`src/rtl/fwd_hazard_ctrl.sv`:
```
// Forwarding and hazard controller for a 3-stage (IF, DE, MW) RV32I pipeline.
// Optional performance counters are built when FWD_HAZARD_PERF_EN is defined.
module fwd_hazard_ctrl #(
    parameter int REG_AW = 5,
    parameter int CNT_W  = 32
) (
    input  logic              clk,
    input  logic              rst_n,
    input  logic [REG_AW-1:0] rs1_de,
    input  logic [REG_AW-1:0] rs2_de,
    input  logic              rs1_used_de,
    input  logic              rs2_used_de,
    input  logic [REG_AW-1:0] rd_de,
    input  logic              reg_wr_de,
    input  logic              is_load_de,
    input  logic              br_taken_de,
    input  logic              mem_ready,
    output logic              forward_a,
    output logic              forward_b,
    output logic              stall_if,
    output logic              stall_de,
    output logic              stall_mw,
    output logic              bubble_mw,
    output logic              flush_de,
    output logic [CNT_W-1:0]  stall_cnt,
    output logic [CNT_W-1:0]  flush_cnt
);

    typedef enum logic [1:0] {
        RUN       = 2'd0,
        MEM_WAIT  = 2'd1,
        LU_BUBBLE = 2'd2
    } state_t;

    state_t            state;
    state_t            state_nx;
    logic [REG_AW-1:0] rd_mw;
    logic              wr_mw;
    logic              ld_mw;
    logic              de_killed;

    logic              fwd_a_raw;
    logic              fwd_b_raw;
    logic              hit_rs1;
    logic              hit_rs2;
    logic              lu_hazard;
    logic              mem_busy;

    logic              sif;
    logic              sde;
    logic              smw;
    logic              bub;
    logic              fls;

    assign hit_rs1   = rs1_used_de & (rd_mw == rs1_de);
    assign hit_rs2   = rs2_used_de & (rd_mw == rs2_de);
    assign fwd_a_raw = wr_mw & ~ld_mw & (rd_mw != '0) & hit_rs1;
    assign fwd_b_raw = wr_mw & ~ld_mw & (rd_mw != '0) & hit_rs2;
    assign lu_hazard = ld_mw & wr_mw & (rd_mw != '0) & (hit_rs1 | hit_rs2);
    assign mem_busy  = ld_mw & ~mem_ready;

    always_ff @(posedge clk or negedge rst_n) begin
        if (!rst_n) begin
            state <= RUN;
        end else begin
            state <= state_nx;
        end
    end

    always_comb begin
        state_nx = state;
        case (state)
            RUN: begin
                if (mem_busy) begin
                    state_nx = MEM_WAIT;
                end else if (lu_hazard) begin
                    state_nx = LU_BUBBLE;
                end else begin
                    state_nx = RUN;
                end
            end
            MEM_WAIT: begin
                if (mem_ready) begin
                    state_nx = lu_hazard ? LU_BUBBLE : RUN;
                end
            end
            LU_BUBBLE: state_nx = RUN;
            default:   state_nx = RUN;
        endcase
    end

    // Priority: memory wait, then load-use, then branch flush.
    always_comb begin
        sif = 1'b0;
        sde = 1'b0;
        smw = 1'b0;
        bub = 1'b0;
        fls = 1'b0;
        case (state)
            RUN: begin
                if (mem_busy) begin
                    sif = 1'b1;
                    sde = 1'b1;
                    smw = 1'b1;
                end else if (lu_hazard) begin
                    sif = 1'b1;
                    sde = 1'b1;
                    bub = 1'b1;
                end else if (br_taken_de) begin
                    fls = 1'b1;
                end
            end
            MEM_WAIT: begin
                if (!mem_ready) begin
                    sif = 1'b1;
                    sde = 1'b1;
                    smw = 1'b1;
                end else if (lu_hazard) begin
                    sif = 1'b1;
                    sde = 1'b1;
                    bub = 1'b1;
                end else if (br_taken_de) begin
                    fls = 1'b1;
                end
            end
            LU_BUBBLE: begin
                fls = br_taken_de;
            end
            default: begin
                fls = 1'b0;
            end
        endcase
    end

    // Outputs drop immediately while reset is asserted, even mid-stall.
    assign forward_a = rst_n & fwd_a_raw;
    assign forward_b = rst_n & fwd_b_raw;
    assign stall_if  = rst_n & sif;
    assign stall_de  = rst_n & sde;
    assign stall_mw  = rst_n & smw;
    assign bubble_mw = rst_n & bub;
    assign flush_de  = rst_n & fls;

    // The slot behind a taken branch is dead; its fields must not reach MW.
    always_ff @(posedge clk or negedge rst_n) begin
        if (!rst_n) begin
            de_killed <= 1'b0;
        end else if (!sde) begin
            de_killed <= fls;
        end
    end

    always_ff @(posedge clk or negedge rst_n) begin
        if (!rst_n) begin
            rd_mw <= '0;
            wr_mw <= 1'b0;
            ld_mw <= 1'b0;
        end else if (!smw) begin
            if (bub || de_killed) begin
                rd_mw <= '0;
                wr_mw <= 1'b0;
                ld_mw <= 1'b0;
            end else begin
                rd_mw <= rd_de;
                wr_mw <= reg_wr_de;
                ld_mw <= is_load_de;
            end
        end
    end

`ifdef FWD_HAZARD_PERF_EN
    logic [CNT_W-1:0] stall_q;
    logic [CNT_W-1:0] flush_q;

    always_ff @(posedge clk or negedge rst_n) begin
        if (!rst_n) begin
            stall_q <= '0;
            flush_q <= '0;
        end else begin
            if (sif && (stall_q != '1)) begin
                stall_q <= stall_q + 1'b1;
            end
            if (fls && (flush_q != '1)) begin
                flush_q <= flush_q + 1'b1;
            end
        end
    end

    assign stall_cnt = stall_q;
    assign flush_cnt = flush_q;
`else
    assign stall_cnt = '0;
    assign flush_cnt = '0;
`endif

endmodule

```
`config.mk`:
```
export PLATFORM = sky130hd
export DESIGN_NAME = fwd_hazard_ctrl
export DESIGN_NICKNAME = d
export VERILOG_FILES = /design/src/rtl/fwd_hazard_ctrl.sv
export SDC_FILE = /design/constraint.sdc
export NUM_CORES = 1
export LEC_CHECK = 0
export CAP_MARGIN = 10
export CORE_MARGIN = 1.5
export CORE_UTILIZATION = 35
export DETAILED_ROUTE_END_ITERATION = 7
export HOLD_SLACK_MARGIN = 0.08
export MAX_ROUTING_LAYER = met4
export PLACE_DENSITY = 0.83
export SETUP_SLACK_MARGIN = 0.5
export SYNTH_ARGS = -nofsm -noshare
export SYNTH_HDL_FRONTEND = slang
export SYNTH_SLANG_ARGS = --single-unit
```
`constraint.sdc`:
```
create_clock -name clk -period 4.4 [get_ports clk]
set_input_delay 0.66 -clock clk [delete_from_list [all_inputs] [get_ports clk]]
set_output_delay 0.66 -clock clk [all_outputs]
set_load 0.02 [all_outputs]
```
==> summary.md, run 1 <==
## Clocking
* cts repair resizes: 0
* CTS tree: yes
* CTS sink cnt: 10
* H-Tree Depth: 1
* hold buffers post-CTS: 0
* root buffer cell: sky130_fd_sc_hd__clkbuf_4
* Post-CTS Repair Setup Buffers: 0
* clock-pin slew on the worst setup and hold paths: 70 ps
* later-pin clock latency in the skew report: 270 ps
* maximum buffer depth of the clock tree: 2
* total clock buffers created by CTS: 3

## Routing
* DR DRC count: 0
* Antenna Violating Nets Remaining: 0
* via count normalized by instance count: 3.88
* First-pass DRT Iterations: 3
* total via count in the routed design: 784
* wire length after detailed routing: 1920 µm
* number of DRC markers in iteration 0: 7
* Wirelength per Cell: 9.50 µm

## Critical path
* Critical Path Source Type: input port
* WP data arrival: 2930 ps
* Max Fanout on Critical Path: 4
* CP Capture Type: primary output
* critical path required time: 3740 ps
* worst reg2reg path depth: 5
* crit path kind: input port to primary output

## Global route
* wire length of the first global-routing pass: 2860 µm
* largest net degree at the start of global routing: 17
* number of antenna violations at the first check in global routing: 0
* global-route total usage across every layer: 0.113
* GR Overflow Total: 0
* vias in the first global route: 670

## Outcome
* run status: finished, final reports clean

## Layout
* fillcell total: 317
* Area Growth Syn to Fin: 11.6%
* count of antenna diodes in the layout: 0
* filler-free cell count of the finished design: 202
* share of layout cells above drive strength 1: 0.0570
* Nets: 182

## Timing
* Worst Skew: 2.08 ps
* fmax: 278 MHz
* pins over their slew limit: 0
* final number of setup-violating endpoints: 0
* unrepaired setup endpoints after global routing: false
* total negative slack for setup checks: 0 ps
* Max-Slew Margin vs Limit: 0.602
* shortest period the worst path allows: 3590 ps
* post-route fraction of the period consumed by the critical path: 0.816
* min setup slack post-route: 809 ps
* slew at the pin closest to its max-slew limit: 595 ps
* hold violation count in the final report: 0

## Yosys
* proportion of synthesized flip-flops having asynchronous set or reset: 1.00
* post-synth top area share: 0.434
* post-synthesis cell count: 127
* syn_area_per_cell: 8.85 µm²
* area share of fa/ha/maj cells after synthesis: 0
* synthesis warning total: 0
* share of the synthesized area in compound gates (AO/OA/AOI/OAI): 0.141
* cell types with the largest area share after synthesis: sky130_fd_sc_hd__buf_4 43%, sky130_fd_sc_hd__dfrtp_1 22%, sky130_fd_sc_hd__xor2_1 6.2%
* cell accounting for the most synthesized area: sky130_fd_sc_hd__buf_4
* largest family of logic cells by synthesized area: buffers and inverters
* Post-synth EDFFs: 0
* xor-xnor portion of the synthesized cell area: 0.0780
* cell with the most instances after synthesis: sky130_fd_sc_hd__buf_4
* synthesized area: 0.00112 mm²
* Yosys cell types: 30
* fraction of the mapped netlist area in simple logic gates: 0.110
* dominant register cell in the synthesized netlist: sky130_fd_sc_hd__dfrtp_1
* top cells by instance count after synthesis: 65 x sky130_fd_sc_hd__buf_4, 10 x sky130_fd_sc_hd__dfrtp_1, 8 x sky130_fd_sc_hd__xor2_1
* count of state elements after synthesis: 10
* multiplexer share of the synthesized area: 0
* sequential element share of the synthesized area: 0.223

## Floorplanning
* Die Outline Area: 0.00356 mm²
* die height: 59.7 µm
* I/O pin count: 94
* Core ar.: 0.00305 mm²
* starting density of the core: 0.368
* number of placement rows: 20
* DIE WIDTH: 59.7 µm

## Pwr
* ratio of total power to cell area: 398 mW/mm²
* largest vdd supply drop: 0.233 mV
* static leakage power: 0.651 nW

## Min path
* hold crit path type: flip-flop to flip-flop
* cell depth of the worst hold path: 1

## Place
* post-placement setup slack: 791 ps
* count of port buffers added during placement: 29
* post-placement cell count: 198
* final weighted congestion in routability-driven placement: 0.737
* Detail Placement HPWL: 1620 µm

## Flow run
* max-cap violation count: 0

stage by stage:
step | power (mW) | hold WS (ps) | util | instance area (µm²)
floorplan | 0.392 | 364 | - | 1360
global placement | 0.408 | 517 | 0.399 | 1220
detailed placement | 0.416 | 519 | 0.399 | 1220
CTS | 0.500 | 536 | 0.411 | 1250
global route | 0.534 | 562 | 0.411 | 1250
finish | 0.499 | 531 | 0.411 | 1250
state kept, by name (all words and copies together) (netlist names):
name,cells
rd_mw,5
de_killed,1
ld_mw,1
state,2
wr_mw,1
per-layer routing:
| layer | track usage | vias up | share of wire | wire length (µm) |
|---|---|---|---|---|
| li1 | - | 369 | - | - |
| met3 | 0.0303 | 6 | 0.095 | 182 |
| met2 | 0.183 | 53 | 0.51 | 984 |
| met1 | 0.123 | 356 | 0.37 | 718 |
| met4 | 0.0667 | 0 | 0.018 | 34 |
| met5 | - | - | 0 | 0 |
path summary, 6_finish.rpt:
path / start / endpoint / slack [ps]
worst max-delay path: rs1_de[4] / stall_de / 810
worst min-delay path: wr_mw$_DFFE_PN0N_ / wr_mw$_DFFE_PN0N_ / 530
worst max register to register: rd_mw[4]$_DFFE_PN0N_ / rd_mw[0]$_DFFE_PN0N_ / 2550
max in group asynchronous: rst_n / rd_mw[1]$_DFFE_PN0N_ / 3250
worst min register to register: wr_mw$_DFFE_PN0N_ / wr_mw$_DFFE_PN0N_ / 530
min in group asynchronous: rst_n / ld_mw$_DFFE_PN0N_ / 770
layout by cell type, fill, tap and decap left out, drive strengths merged:
master         count
and4b              2
inv                3
a22o               6
o2111ai            1
and3               4
nand4              2
a211oi             2
o21a               1
xor2               8
conb              64
xnor2              2
nor2b              2
a21boi             1
nand2              3
a21oi              1
or4                1
o21bai             1
and4               1
nor4               2
dfrtp             10
or2                1
clkbuf             4
and2               1
a41o               2
o211ai             2
a22oi              1
clkdlybuf4s50     29
o21ai              1
critical path, stage by stage:
cell and delay (ps):
sky130_fd_sc_hd__clkdlybuf4s50_1 420, sky130_fd_sc_hd__xor2_1 140, sky130_fd_sc_hd__nor4_1 380, sky130_fd_sc_hd__and3_1 250
sky130_fd_sc_hd__o211ai_1 160, sky130_fd_sc_hd__a21boi_0 260, sky130_fd_sc_hd__clkdlybuf4s50_1 650
cell families after synthesis:
kind of cell,Yosys count
xor+xnor,10
buf+inv,68
other cells,1
compound gates,19
flops,10
simple gates,19
report_power, final:
group / leakage [nW] / switching, mW / internal, mW
sequential: 0.128 / 0.0470 / 0.127
combinational: 0.502 / 0.139 / 0.102
clock: 0.0210 / 0.0331 / 0.0503
layout make-up:
| cell class | instances | area [µm²] | share of cell area |
|---|---|---|---|
| multi-input combinational | 112 | 611 | 0.487 |
| timing repair buffer | 29 | 290 | 0.232 |
| sequential | 10 | 250 | 0.200 |
| tap | 44 | 55.1 | 0.0439 |
| clock buffer | 4 | 36.3 | 0.0289 |
| inverter | 3 | 11.3 | 0.00898 |
No activity file was read; power rests on OpenSTA's default activity.
==> run 2: changes to the inputs <==
- CORE_UTILIZATION: 35 -> 29
- PLACE_DENSITY: 0.83 -> 0.73
- clock period: 4.4 -> 3.3 ns (I/O delays scaled with it)
==> summary.md, run 2 (synthesized netlist as in run 1, its figures left out) <==
## Layout
* commonest cells after routing, fill and taps aside: 64 x sky130_fd_sc_hd__conb_1, 16 x sky130_fd_sc_hd__clkdlybuf4s50_1, 10 x sky130_fd_sc_hd__dfrtp_1, 8 x sky130_fd_sc_hd__xor2_1
* fillcell total: 397, +25%
* Area Growth Syn to Fin: 19.5%
* Regs by FF count: rd_mw x5, state x2
* Nets: 188, +3.3%
* count of antenna diodes in the layout: 0, unchanged
* share of layout cells above drive strength 1: 0.140, +0.0833
* filler-free cell count of the finished design: 212, +5.0%
* register with the most flip-flops: rd_mw
* most frequent standard cell in the layout excluding fill and tap cells: sky130_fd_sc_hd__conb_1
* flip-flop count of the largest register, all copies and words added: 5, unchanged

## Timing
* min setup slack post-route: 655 ps, -154 ps
* unrepaired setup endpoints after global routing: false
* hold violation count in the final report: 0, unchanged
* final number of setup-violating endpoints: 0, unchanged
* total negative slack for setup checks: 0 ps, unchanged
* shortest period the worst path allows: 2640 ps
* post-route fraction of the period consumed by the critical path: 0.801
* pins over their slew limit: 0, unchanged
* fmax: 378 MHz
* Worst Skew: 0.853 ps, -1.23 ps

## Clocking
* CTS tree: yes
* later-pin clock latency in the skew report: 240 ps, -30 ps
* H-Tree Depth: 1, unchanged
* hold buffers post-CTS: 0, unchanged
* CTS sink cnt: 10, unchanged
* clock-pin slew on the worst setup and hold paths: 50 ps, -20 ps
* maximum buffer depth of the clock tree: 2, unchanged
* total clock buffers created by CTS: 3, unchanged
* root buffer cell: sky130_fd_sc_hd__clkbuf_8

## Critical path
* critical path required time: 2800 ps, -940 ps
* crit path buf inv count: 3, +1
* slowest cell on the critical path: sky130_fd_sc_hd__clkdlybuf4s50_1
* CP Capture Type: primary output
* Largest delay share family, worst path: buffers and inverters
* Critical Path Source Type: input port
* Max Fanout on Critical Path: 2, -2
* critical-path cell list: clkdlybuf4s50_1, xor2_1, nor4_2, and3_1, buf_4, and4b_1, dlygate4sd2_1
* WP data arrival: 2150 ps, -780 ps
* highest cell delay on the worst timing path: 430 ps, -220 ps
* crit path kind: input port to primary output

## Outcome
* run status: finished, final reports clean

## Pwr
* total chip power: 0.725 mW, +45%
* largest vdd supply drop: 0.243 mV, +4.3%
* ratio of total power to cell area: 540 mW/mm², +36%
* static leakage power: 0.759 nW, +17%

## Floorplanning
* DIE WIDTH: 65.2 µm, +9.4%
* number of placement rows: 22, +10%
* Core ar.: 0.00369 mm², +21%
* I/O pin count: 94, unchanged
* Die Outline Area: 0.00426 mm², +20%
* starting density of the core: 0.305, -0.0634
* die height: 65.2 µm, +9.4%

## Global route
* number of antenna violations at the first check in global routing: 0, unchanged
* global-route total usage across every layer: 0.0990, -0.0139
* GR Overflow Total: 0, unchanged
* vias in the first global route: 714, +6.6%
* wire length of the first global-routing pass: 3180 µm, +11%
* largest net degree at the start of global routing: 11, -6

## Routing
* wire length after detailed routing: 2060 µm, +7.4%
* total via count in the routed design: 813, +3.7%
* First-pass DRT Iterations: 3, unchanged
* Antenna Violating Nets Remaining: 0, unchanged
* DR DRC count: 0, unchanged
* number of DRC markers in iteration 0: 4, -3
* Wirelength per Cell: 9.73 µm, +2.3%
* via count normalized by instance count: 3.83, -1.2%

## Flow run
* max-cap violation count: 0, unchanged

## Min path
* hold crit path type: input port to asynchronous set/reset pin

## Place
* post-placement setup slack: 7.85 ps, -783 ps
* Detail Placement HPWL: 1700 µm, +5.2%
* final weighted congestion in routability-driven placement: 0.744, +0.88%
* post-placement cell count: 205, +3.5%
* count of port buffers added during placement: 29, unchanged

[run 2: worst paths after layout]
kind,from,to,slack [ps],cells after the start
worst min register to register,wr_mw$_DFFE_PN0N_,wr_mw$_DFFE_PN0N_,530,1
worst min-delay path,rst_n,ld_mw$_DFFE_PN0N_,480,1
worst max register to register,rd_mw[4]$_DFFE_PN0N_,rd_mw[1]$_DFFE_PN0N_,1390,6
min in group clk,wr_mw$_DFFE_PN0N_,wr_mw$_DFFE_PN0N_,530,1
worst max-delay path,rs2_de[4],forward_b,660,7
max in group asynchronous,rst_n,rd_mw[3]$_DFFE_PN0N_,2420,2
[run 2: metal layers]
layer,vias up,routed length (µm),GRT usage
met5,-,0,-
met2,51,1080,0.177
met3,6,146,0.0120
met1,372,799,0.106
li1,384,-,-
met4,0,39,0.0547
[run 2: repair_timing]
item,4_1_cts,5_1_grt
setup endpoints to repair,7,5
pin swaps,3,8
setup buffers,0,3
gates resized for setup,16,16
[run 2: metrics by stage]
| step | hold slack [ps] | util | area (µm²) |
|---|---|---|---|
| floorplan | 199 | - | 1360 |
| global placement | 520 | 0.338 | 1240 |
| detailed placement | 526 | 0.338 | 1240 |
| CTS | 481 | 0.353 | 1300 |
| global route | 501 | 0.364 | 1340 |
| finish | 485 | 0.364 | 1340 |
[run 2: layout make-up]
type	instances	area, µm²	area share
Multi-Input combinational cell	112	632	0.471
Timing Repair Buffer	35	334	0.249
Sequential cell	10	250	0.186
Tap cell	48	60.1	0.0447
Clock buffer	4	55.1	0.0410
Inverter	3	11.3	0.00839
[run 2: power by group]
part	internal, mW	leakage [nW]	switching (mW)
sequential	0.170	0.128	0.0626
combinational	0.139	0.602	0.196
clock	0.105	0.0288	0.0510
